[config.mk]
export PLATFORM = sky130hd
export DESIGN_NAME = jk_cmd_sequencer
export DESIGN_NICKNAME = d
export VERILOG_FILES = /design/src/rtl/jk_cmd_sequencer.sv
export SDC_FILE = /design/constraint.sdc
export NUM_CORES = 1
export LEC_CHECK = 0
export ABC_AREA = 1
export BUFFER_PORTS_ARGS = -buffer_cell sky130_fd_sc_hd__buf_2
export CAP_MARGIN = 20
export CELL_PAD_IN_SITES_DETAIL_PLACEMENT = 0
export CELL_PAD_IN_SITES_GLOBAL_PLACEMENT = 2
export CORE_MARGIN = 5
export CORE_UTILIZATION = 41
export DETAILED_ROUTE_END_ITERATION = 12
export GPL_ROUTABILITY_DRIVEN = 0
export GPL_TIMING_DRIVEN = 0
export PLACE_DENSITY_LB_ADDON = 0.1
export SLEW_MARGIN = 15
export SYNTH_ARGS = -nofsm -noshare
export SYNTH_HDL_FRONTEND = slang
export SYNTH_SLANG_ARGS = --single-unit
[constraint.sdc]
create_clock -name clk -period 6.54 [get_ports clk]
set_input_delay 1.308 -clock clk [delete_from_list [all_inputs] [get_ports clk]]
set_output_delay 1.308 -clock clk [all_outputs]
set_load 0.01 [all_outputs]
[src/rtl/jk_cmd_sequencer.sv]
// Command FIFO plus replay FSM that drives J/K of a downstream JK flop for cmd_len+1 cycles per command.
// Optional JKSEQ_SHADOW_EN adds a shadow JK model that flags a sticky mismatch against the flop's q.
module jk_cmd_sequencer #(
  parameter int unsigned DEPTH = 4,
  parameter int unsigned CNT_W = 4
) (
  input  logic                       clk,
  input  logic                       rst_n,
  input  logic                       cmd_valid,
  output logic                       cmd_ready,
  input  logic [1:0]                 cmd_op,
  input  logic [CNT_W-1:0]           cmd_len,
  input  logic                       flush,
  output logic                       j,
  output logic                       k,
  output logic                       busy,
  output logic [$clog2(DEPTH+1)-1:0] level
`ifdef JKSEQ_SHADOW_EN
  ,
  input  logic                       q_fb,
  output logic                       mismatch
`endif
);

  localparam int unsigned AW = $clog2(DEPTH);
  localparam int unsigned PW = AW + 1;
  localparam int unsigned LW = $clog2(DEPTH + 1);
  localparam int unsigned EW = 2 + CNT_W;

  typedef enum logic {IDLE, DRIVE} state_e;

  state_e           state_q, state_d;
  logic [PW-1:0]    wr_ptr_q, wr_ptr_d, rd_ptr_q, rd_ptr_d;
  logic [LW-1:0]    level_q, level_d;
  logic             ready_q, ready_d;
  logic [CNT_W-1:0] cnt_q, cnt_d;
  logic             j_q, j_d, k_q, k_d, busy_q, busy_d;
  logic [EW-1:0]    mem_q [DEPTH];
  logic [EW-1:0]    head;
  logic             empty, push, pop;

  assign empty = (wr_ptr_q == rd_ptr_q);
  assign push  = cmd_valid && ready_q && !flush;
  assign head  = mem_q[rd_ptr_q[AW-1:0]];

  // Storage carries no reset; only pointer-qualified entries are ever read.
  always_ff @(posedge clk) begin
    if (push) mem_q[wr_ptr_q[AW-1:0]] <= {cmd_op, cmd_len};
  end

  always_ff @(posedge clk or negedge rst_n) begin
    if (!rst_n) begin
      state_q  <= IDLE;
      wr_ptr_q <= '0;
      rd_ptr_q <= '0;
      level_q  <= '0;
      ready_q  <= 1'b1;
      cnt_q    <= '0;
      j_q      <= 1'b0;
      k_q      <= 1'b0;
      busy_q   <= 1'b0;
    end else begin
      state_q  <= state_d;
      wr_ptr_q <= wr_ptr_d;
      rd_ptr_q <= rd_ptr_d;
      level_q  <= level_d;
      ready_q  <= ready_d;
      cnt_q    <= cnt_d;
      j_q      <= j_d;
      k_q      <= k_d;
      busy_q   <= busy_d;
    end
  end

  always_comb begin
    state_d = state_q;
    if (flush) begin
      state_d = IDLE;
    end else begin
      case (state_q)
        IDLE:    if (!empty) state_d = DRIVE;
        DRIVE:   if (cnt_q == '0 && empty) state_d = IDLE;
        default: state_d = IDLE;
      endcase
    end
  end

  // A finished command hands straight over to the next queued one, so there is no bubble.
  always_comb begin
    pop    = 1'b0;
    cnt_d  = cnt_q;
    j_d    = j_q;
    k_d    = k_q;
    busy_d = busy_q;
    if (flush) begin
      cnt_d  = '0;
      j_d    = 1'b0;
      k_d    = 1'b0;
      busy_d = 1'b0;
    end else begin
      case (state_q)
        IDLE: begin
          j_d    = 1'b0;
          k_d    = 1'b0;
          busy_d = 1'b0;
          if (!empty) begin
            pop        = 1'b1;
            {j_d, k_d} = head[EW-1 -: 2];
            cnt_d      = head[CNT_W-1:0];
            busy_d     = 1'b1;
          end
        end
        DRIVE: begin
          if (cnt_q != '0) begin
            cnt_d = cnt_q - CNT_W'(1);
          end else if (!empty) begin
            pop        = 1'b1;
            {j_d, k_d} = head[EW-1 -: 2];
            cnt_d      = head[CNT_W-1:0];
            busy_d     = 1'b1;
          end else begin
            j_d    = 1'b0;
            k_d    = 1'b0;
            busy_d = 1'b0;
          end
        end
        default: begin
          j_d    = 1'b0;
          k_d    = 1'b0;
          busy_d = 1'b0;
        end
      endcase
    end
  end

  always_comb begin
    wr_ptr_d = '0;
    rd_ptr_d = '0;
    level_d  = '0;
    ready_d  = 1'b1;
    if (!flush) begin
      wr_ptr_d = wr_ptr_q + PW'(push);
      rd_ptr_d = rd_ptr_q + PW'(pop);
      level_d  = level_q + LW'(push) - LW'(pop);
      ready_d  = (level_d != LW'(DEPTH));
    end
  end

  assign cmd_ready = ready_q;
  assign j         = j_q;
  assign k         = k_q;
  assign busy      = busy_q;
  assign level     = level_q;

`ifdef JKSEQ_SHADOW_EN
  logic qm_q, qm_d, armed_q, armed_d, mis_q, mis_d;

  always_ff @(posedge clk or negedge rst_n) begin
    if (!rst_n) begin
      qm_q    <= 1'b0;
      armed_q <= 1'b0;
      mis_q   <= 1'b0;
    end else begin
      qm_q    <= qm_d;
      armed_q <= armed_d;
      mis_q   <= mis_d;
    end
  end

  // The flop has no reset, so comparison only starts once a set or clear has defined it.
  always_comb begin
    qm_d    = qm_q;
    armed_d = armed_q;
    mis_d   = mis_q;
    if (flush) begin
      qm_d    = 1'b0;
      armed_d = 1'b0;
      mis_d   = 1'b0;
    end else begin
      if (armed_q && (q_fb != qm_q)) mis_d = 1'b1;
      if (j_q ^ k_q) armed_d = 1'b1;
      case ({j_q, k_q})
        2'b01:   qm_d = 1'b0;
        2'b10:   qm_d = 1'b1;
        2'b11:   qm_d = ~qm_q;
        default: qm_d = qm_q;
      endcase
    end
  end

  assign mismatch = mis_q;
`endif

endmodule

==> impl_metrics.toml, run 1 <==
[cells_and_area]
final_area_sq_um = 2117
layout-drive-gt1-share_pct = 18.69
num_antenna_cells = 0
multi_input_area_sq_um = 619.3
final_nets = 216
fillers = 431
register_area_sq_um = 1172
area_growth_pct = 11.68
final_cells = 250

[synthesis]
synth_cells = 175
synth_seq_cells = 42
syn_nets = 194
synth_top_cell_by_area = "edfxtp_1"
ys_seq_area_share_pct = 61.85
syn_area_per_cell_sq_um = 10.83
syn_area_sq_um = 1896
synth_top_area_share_pct = 38.02
ys_warn_count = 0
synth_cell_types = 27
ys_top_cells_by_area = "edfxtp_1 (38%), dfrtp_1 (22%), nand2_1 (7.5%)"

[setup_path]
timing.rr.start = "cnt_q[0]"
critPathSlowestCell = "fa_1"
critPathKind = "primary input to flop"
rr_worst_depth = 14
cp-start-kind = "primary input"
cp.required_ns = 6.77
endpoint_kind = "flop"
critPathMaxFanout = 10
worst-endpoint-arrival_ns = 3.34
crit_chain = "buf_2 > clkinv_1 > nand3_1 > ha_1 > inv_1 > ha_1 > inv_1 > fa_1 > o21ai_0 > a21oi_1 > nand3_1"
max_stage_delay_ns = 0.37
reg2reg_to = "cmd_ready"
reg2reg_slack_ns = 3.93

[cts]
cts_tree = "yes"
clk_latency_ns = 0.29
htree_levels = 2
path_clk_slew_ns = 0.07
postCtsHoldBufs = 0
cts.sinks = 42
cts_setup_buffers = 0
cts-buffers-inserted = 5
ctsResizeCount = 0
clock_path_buffers = 2
cts-root-buf = "clkbuf_8"

[timing]
grt_setup_unrepaired = "no"
worst_slew_pin_slew_ns = 1.007
skew_ns = 0.005738
fin_setup_tns_ns = 0
max_freq_ghz = 0.3216
period_needed_ns = 3.110
drv_slew = 0
finalHoldViolCount = 0
setup_viol = 0
slew_headroom_pct = 32.37
min_period_over_period_pct = 47.55
holdWs_ns = 0.5110

[routing]
dr_wl_met2_um = 1768
drc = 0
wirelength_um = 3577
firstDrtPassIters = 4
initialDrtViolationCount = 43
route.vias.total = 1218
met3_length_um = 95
highest_layer = "met4"
drtAntennaViolNets = 0
vias_per_cell = 4.872
wl_per_cell_um = 14.31
wl_met1_um = 1691

[placed_design]
dp_hpwl_um = 2663
dpl-instance-area_sq_um = 2036
place_inst = 242
portBuffers = 15

[grt]
grt_overflow = 0
grt_max_degree = 19
track_usage_pct = 13.01
grt_antenna_before_repair = 0
grt_pass1_vias = 1229
grt_pass1_wl_um = 6092

[pwr]
powerDensity_nw_per_um2 = 338.3
ir_drop_v = 0.0001569
leakage_nw = 0.9457

[floorplan]
core-area_sq_um = 4414
die_y_um = 78.00
start_util_pct = 42.94
die-area_sq_um = 6083
floorplan.io_pins = 17
rows = 24
fp.dieW_um = 78.00

[worst_hold_path]
hold_start = "j"
holdPathEnd = "j"
min_path_cells = 2
hp-class = "flop to flop"

[status]
outcome = "completed"

[job]
cap_violations = 0
[critical path, delay by kind of cell]
kind	cells	cell delay (ns)
buffers and inverters	4	0.61
adder cells (fa/ha/maj)	3	0.78
AND/OR/NAND/NOR	2	0.39
AO/OA/AOI/OAI	2	0.24
[layout make-up]
class                   instances  area share, %
repair buffers                 15          3.546
multi-input cells             111          29.26
flip-flops and latches         42          55.38
inverters                      18          3.428
plain buffers                   4          1.478
well taps                      52          3.073
clock buffers                   6          3.428
clock inverters                 2         0.4137
[state kept, by name, summed over array words and instances, names as in the netlist]
signal	count
cmd_ready	1
busy	1
state_q	1
k	1
level	3
wr_ptr_q	3
j	1
cnt_q	4
mem_q	24
rd_ptr_q	3
[worst max path at each step]
stage,slack (ns),endpoint,from
floorplan,3.49,level[2],flush
CTS,3.42,cmd_ready,flush
detailed placement,3.11,cmd_ready,flush
finish,3.43,cmd_ready,flush
global route,3.18,cmd_ready,flush
global placement,3.17,cmd_ready,flush
[through the flow]
stage,power [mW],utilization [%],worst slack (ns)
after floorplan,0.5072,-,3.486
after global placement,0.5665,46.12,3.167
after detailed placement,0.5724,46.12,3.113
after CTS,0.7276,47.96,3.418
after global routing,0.7781,47.96,3.183
final,0.7161,47.96,3.430
[power by group]
group | internal, mW | switching, mW
registers | 0.317 | 0.0253
clock network | 0.0733 | 0.0810
logic | 0.0826 | 0.137
total | 0.473 | 0.243
[layer usage]
layer	track usage (%)	vias to the layer above
met5	0	-
met4	4.561	0
met3	3.935	2
met2	20.12	13
met1	17.38	567
li1	-	636
[logic make-up after synthesis]
kind of cell               Yosys count  share of synthesized area, %
adders and majority gates            9                         6.337
xor gates and xnor gates             3                         1.783
DFF                                 42                         61.85
buffers and inverters               22                         5.478
and+or+nand+nor                     77                         18.42
AOI/OAI and AO/OA                   22                         6.139
[cells in the final DEF (no fill, tap or decap)]
master,n
inv_2,3
o21ai_2,1
clkinv_1,2
o21ai_1,2
a21oi_1,7
xor2_1,2
nor2_1,11
dfstp_2,1
fa_1,1
nor3_1,4
buf_6,1
clkbuf_1,1
nand3_4,1
nand2_2,3
nand3_1,17
clkinv_2,1
inv_6,1
dfrtp_1,17
xnor2_2,1
edfxtp_1,24
o22ai_1,2
nand4_1,2
nor2_4,1
ha_1,8
buf_2,16
inv_1,13
o21ai_0,10
buf_4,2
nand2_1,38
clkbuf_8,5
[synthesized netlist by cell type]
master and count:
nand2_1 38, edfxtp_1 24, dfrtp_1 17, nand3_1 17
inv_1 13, nor2_1 11, o21ai_0 10, ha_1 8
a21oi_1 7, nor3_1 4, inv_2 3, nand2_2 3
buf_4 2, nand4_1 2, o21ai_1 2, o22ai_1 2
xor2_1 2, buf_2 1, buf_6 1, clkinv_1 1
dfstp_2 1, fa_1 1, inv_6 1, nand3_4 1
nor2_4 1, o21ai_2 1, xnor2_2 1
(Power assumes the default switching activity.)
==> run 2: changes to the inputs <==
--- a/config.mk
+++ b/config.mk
@@ -11,7 +11,7 @@
 export CELL_PAD_IN_SITES_DETAIL_PLACEMENT = 0
 export CELL_PAD_IN_SITES_GLOBAL_PLACEMENT = 2
 export CORE_MARGIN = 5
-export CORE_UTILIZATION = 41
+export CORE_UTILIZATION = 34
 export DETAILED_ROUTE_END_ITERATION = 12
 export GPL_ROUTABILITY_DRIVEN = 0
 export GPL_TIMING_DRIVEN = 0
==> constraint.sdc (replaced) <==
create_clock -name clk -period 2.82 [get_ports clk]
set_input_delay 0.564 -clock clk [delete_from_list [all_inputs] [get_ports clk]]
set_output_delay 0.564 -clock clk [all_outputs]
set_load 0.01 [all_outputs]
==> run 2 against run 1 <==
Clock skew is 0.0019 ns higher. Register-to-register slack got worse by 3.7 ns. Clock power grew to 3.0 times the previous value. Critical path depth grew 3. Count of clock-buffer cells in the layout unchanged. Combinational power grew 130%. Sequential cell count did not move. First-iteration DRC count grew to 2.8 times the previous value. Hold slack got worse by 0.32 ns. Sequential power up 130%. Setup slack lost 3.2 ns. Cell count increased by 8.0%. Largest cell class unchanged.
==> impl_metrics.toml, run 2 (same netlist as run 1, synthesis figures left out) <==
[timing]
max_freq_ghz = 0.3858
setup_viol = 0
worst_slew_pin_slew_ns = 1.021
skew_ns = 0.007605
fin_setup_tns_ns = 0
drv_slew = 0
period_needed_ns = 2.592
holdWs_ns = 0.1954
grt_setup_unrepaired = "no"
finalHoldViolCount = 0
min_period_over_period_pct = 91.91
slew_headroom_pct = 31.39

[floorplan]
fp.dieW_um = 84.67
start_util_pct = 34.64
floorplan.io_pins = 17
core-area_sq_um = 5473
die_y_um = 84.67
die-area_sq_um = 7168
rows = 27

[placed_design]
dpl-instance-area_sq_um = 2061
portBuffers = 15
dp_hpwl_um = 2778

[cells_and_area]
layout_common_cells = "nand2_1 (38), edfxtp_1 (24), nand3_1 (17), dfrtp_1 (17), buf_2 (16)"
num_antenna_cells = 0
largest_reg_flops = 24
final_nets = 216
final_area_sq_um = 2171
area_growth_pct = 14.52
layout_commonest_cell = "nand2_1"
layout-drive-gt1-share_pct = 19.19

[cts]
postCtsHoldBufs = 0
cts-root-buf = "clkbuf_8"
ctsResizeCount = 0
cts_tree = "yes"
cts_setup_buffers = 0
htree_levels = 2
clk_latency_ns = 0.29
cts-buffers-inserted = 5
path_clk_slew_ns = 0.08
cts.sinks = 42
clock_path_buffers = 2

[routing]
vias_per_cell = 4.633
wl_per_cell_um = 13.79
drtAntennaViolNets = 0
wirelength_um = 3722
drc = 0
initialDrtViolationCount = 121
route.vias.total = 1251
firstDrtPassIters = 4

[setup_path]
critPathKind = "flop to flop"
max_stage_delay_ns = 0.39
cp-start-kind = "flop"
reg2reg_to = "cmd_ready"
reg2reg_slack_ns = 0.23
crit_chain = "inv_1 > ha_1 > nand2_1 > o21ai_2 > inv_2 > nor2_4 > ha_1 > inv_1 > ha_1 > inv_1 > fa_1 > o21ai_0 > a21oi_1 > nand3_1"
endpoint_kind = "flop"
rr_worst_depth = 14
critPathMaxFanout = 8
worst-endpoint-arrival_ns = 2.82
timing.rr.start = "cnt_q[0]"
critPathSlowestCell = "dfrtp_1"
cp.required_ns = 3.05

[job]
cap_violations = 0

[grt]
grt_overflow = 0
grt_antenna_before_repair = 0
grt_max_degree = 19
grt_pass1_vias = 1287
track_usage_pct = 11.20
grt_pass1_wl_um = 6210

[pwr]
powerDensity_nw_per_um2 = 815.1
power_mw = 1.770
leakage_nw = 0.9545
ir_drop_v = 0.0003639

[worst_hold_path]
hp-class = "primary input to asynchronous set/reset pin"

[status]
outcome = "completed"
[run 2: area by class of cell]
cell class                 count  area (sq um)
fill                         554          3302
sequential                    42          1172
multi-input combinational    111         619.3
tap                           72         90.09
timing repair buffer          15         75.07
clock buffer                   6         72.57
inverter                      18         72.57
clock inverter                 2         37.54
buffer                         4         31.28
[run 2: worst max-delay path by stage]
stage | start | endpoint | slack (ns) | cells after the start
detailed placement | flush | cmd_ready | 0.11 | 11
finish | cnt_q[0] | cmd_ready | 0.23 | 14
global placement | flush | cmd_ready | 0.11 | 11
global route | cnt_q[0] | cmd_ready | 0.01 | 14
CTS | cnt_q[0] | cmd_ready | 0.20 | 14
floorplan | flush | level[2] | 0.51 | 11
[run 2: through the flow]
| step | utilization, % | cells | worst slack [ns] |
|---|---|---|---|
| floorplan | - | 175 | 0.5099 |
| global placement | 37.65 | 262 | 0.1112 |
| detailed placement | 37.65 | 262 | 0.1116 |
| CTS | 39.67 | 270 | 0.1989 |
| global route | 39.67 | 270 | 0.01380 |
| finish | 39.67 | 270 | 0.2281 |
[run 2: power breakdown]
part / leakage (nW) / internal [mW] / switching (mW)
Clock: 0.0514 / 0.264 / 0.202
Combinational: 0.446 / 0.192 / 0.313
Sequential: 0.458 / 0.735 / 0.0635
Total: 0.954 / 1.19 / 0.579
[run 2: metal layers]
layer	wire length (um)	global-route usage, %	share of wire [%]	up-vias
met1	1725	14.23	46	592
met5	0	0	0	-
met3	146	4.122	3.9	5
met4	38	3.453	1.0	0
li1	-	-	-	636
met2	1812	17.79	49	18
[run 2: worst max-delay path, delay by kind of cell (launching register included)]
kind,cells,cell delay (ns)
flip-flops,1,0.39
adder cells (fa/ha/maj),4,0.91
buffers and inverters,4,0.40
AND/OR/NAND/NOR,3,0.32
AO/OA/AOI/OAI,3,0.52
==> run 3: changes to the inputs <==
--- a/config.mk
+++ b/config.mk
@@ -11,11 +11,12 @@
 export CELL_PAD_IN_SITES_DETAIL_PLACEMENT = 0
 export CELL_PAD_IN_SITES_GLOBAL_PLACEMENT = 2
 export CORE_MARGIN = 5
-export CORE_UTILIZATION = 34
+export CORE_UTILIZATION = 38
 export DETAILED_ROUTE_END_ITERATION = 12
 export GPL_ROUTABILITY_DRIVEN = 0
 export GPL_TIMING_DRIVEN = 0
 export PLACE_DENSITY_LB_ADDON = 0.1
+export SETUP_SLACK_MARGIN = 0.1
 export SLEW_MARGIN = 15
 export SYNTH_ARGS = -nofsm -noshare
 export SYNTH_HDL_FRONTEND = slang
==> constraint.sdc (replaced) <==
create_clock -name clk -period 2.9 [get_ports clk]
set_input_delay 0.58 -clock clk [delete_from_list [all_inputs] [get_ports clk]]
set_output_delay 0.58 -clock clk [all_outputs]
set_load 0.1 [all_outputs]
==> run 3 against run 2 <==
Hold slack improved by 0.017 ns. Clock skew up 0.0015 ns. Count of clock-buffer cells in the layout decreased by 1. Register-to-register slack better by 0.24 ns. Maximum frequency grew 6.7%. Non-clock buffer count increased by 1. Die area down 9.3%. Critical endpoint unchanged. Highest routed layer unchanged.
==> impl_metrics.toml, run 3 (same netlist as run 1, synthesis figures left out) <==
[placed_design]
dp_hpwl_um = 2638
portBuffers = 15
place_inst = 257

[routing]
initialDrtViolationCount = 85
wirelength_um = 3687
firstDrtPassIters = 4
wl_per_cell_um = 13.86
route.vias.total = 1259
drtAntennaViolNets = 0
drc = 0
vias_per_cell = 4.733

[cts]
clk_latency_ns = 0.29
path_clk_slew_ns = 0.08
clock_path_buffers = 2
postCtsHoldBufs = 0
cts.sinks = 42
htree_levels = 2
cts-buffers-inserted = 5
cts-root-buf = "clkbuf_8"
cts_tree = "yes"

[status]
outcome = "completed"

[setup_path]
crit_chain = "inv_1 > ha_1 > nand2_1 > o21ai_4 > inv_2 > nor2_4 > ha_1 > inv_1 > ha_1 > inv_1 > fa_1 > o21ai_0 > a21oi_1 > nand3_1"
critPathKind = "flop to flop"
rr_worst_depth = 14
cp.required_ns = 3.13
timing.rr.start = "cnt_q[0]"
cp-start-kind = "flop"
reg2reg_to = "cmd_ready"
max_stage_delay_ns = 0.38
critPathMaxFanout = 8
endpoint_kind = "flop"
reg2reg_slack_ns = 0.47
worst-endpoint-arrival_ns = 2.66
critPathSlowestCell = "dfrtp_1"

[floorplan]
fp.dieW_um = 80.63
rows = 25
die-area_sq_um = 6501
die_y_um = 80.63
core-area_sq_um = 4786
start_util_pct = 39.61
floorplan.io_pins = 17

[timing]
skew_ns = 0.009056
finalHoldViolCount = 0
min_period_over_period_pct = 83.80
setup_viol = 0
slew_headroom_pct = 28.42
grt_setup_unrepaired = "no"
holdWs_ns = 0.2122
max_freq_ghz = 0.4115
worst_slew_pin_slew_ns = 1.066
drv_slew = 0
period_needed_ns = 2.430
fin_setup_tns_ns = 0

[cells_and_area]
final_nets = 217
layout_common_cells = "nand2_1 (38), edfxtp_1 (24), nand3_1 (17), dfrtp_1 (17), buf_2 (16)"
num_antenna_cells = 0
final_cells = 266
layout-drive-gt1-share_pct = 20.10
layout_commonest_cell = "nand2_1"
largest_reg_flops = 24
area_growth_pct = 14.92
post-route-util_pct = 45.52

[grt]
grt_pass1_vias = 1241
grt_antenna_before_repair = 0
grt_overflow = 0
grt_max_degree = 19
track_usage_pct = 12.67
grt_pass1_wl_um = 6044

[pwr]
switching_share_pct = 39.81
leakage_nw = 0.9661
p_clk_share_pct = 23.1
p_sw_mw = 0.7699
powerDensity_nw_per_um2 = 887.7
ir_drop_v = 0.0005264
pwr-share-comb_pct = 36.8
seq_power_share_pct = 40.1
p_int_mw = 1.164

[job]
cap_violations = 0

[worst_hold_path]
hp-class = "primary input to asynchronous set/reset pin"
==> run 3: cell types whose count changed in the layout (fill, tap and decap cells not counted) <==
cell	previous run	this run
clkinv_2	0	2
clkinvlp_4	1	0
clkbuf_1	1	0
o21ai_4	0	1
buf_4	2	3
o21ai_2	1	0
==> run 3: power groups by stage <==
stage / Combinational (mW) / Sequential [mW] / Clock, mW
4_1_cts: 0.706 / 0.774 / 0.460
5_1_grt: 0.800 / 0.789 / 0.485
3_5_place_dp: 0.703 / 0.787 / 0
2_1_floorplan: 0.354 / 0.982 / 0
3_3_place_gp: 0.690 / 0.784 / 0
6_report: 0.711 / 0.776 / 0.447
==> run 3: what timing repair did <==
action	CTS	global route
buffers inserted	0	1
endpoints found under the setup margin	0	2
gates resized for setup	0	1
==> run 3: worst max-delay path: cells and delay by family (launching register included) <==
kind / cells / cell delay, ns
fa+ha+maj: 4 / 0.90
compound gates: 3 / 0.43
flops: 1 / 0.38
buf+inv: 4 / 0.34
simple gates: 3 / 0.32
==> run 3: how the worst max path moves through the flow <==
stage | endpoint | slack (ns) | startpoint | depth (start not counted)
after global routing | cmd_ready | 0.18 | cnt_q[0] | 14
after floorplan | level[2] | 0.56 | cmd_ready | 8
after global placement | cmd_ready | 0.23 | flush | 11
after CTS | cmd_ready | 0.27 | cnt_q[0] | 14
final | cmd_ready | 0.47 | cnt_q[0] | 14
after detailed placement | cmd_ready | 0.17 | flush | 11
==> run 3: final cells by class <==
class                           instances  area [sq um]
Clock inverter                          3         40.04
Buffer                                  4         31.28
Clock buffer                            5         68.82
Multi-Input combinational cell        111         626.9
Timing Repair Buffer                   16         82.58
Sequential cell                        42          1172
Tap cell                               67         83.83
Inverter                               18         72.57
Fill cell                             473          2608
==> run 3: routing by layer <==
metal / track usage, % / up-vias / part of all wire (%)
li1: - / 638 / -
met1: 16.17 / 591 / 44
met2: 20.53 / 25 / 49
met3: 3.475 / 5 / 5.0
met4: 4.561 / 0 / 1.5
met5: 0 / - / 0
==> run 3: through the flow <==
stage | setup slack, ns | total power, mW | area (sq um)
floorplan | 0.5592 | 1.336 | 1896
global placement | 0.2309 | 1.474 | 2054
detailed placement | 0.1686 | 1.490 | 2054
CTS | 0.2720 | 1.941 | 2163
global route | 0.1794 | 2.075 | 2178
finish | 0.4697 | 1.934 | 2178
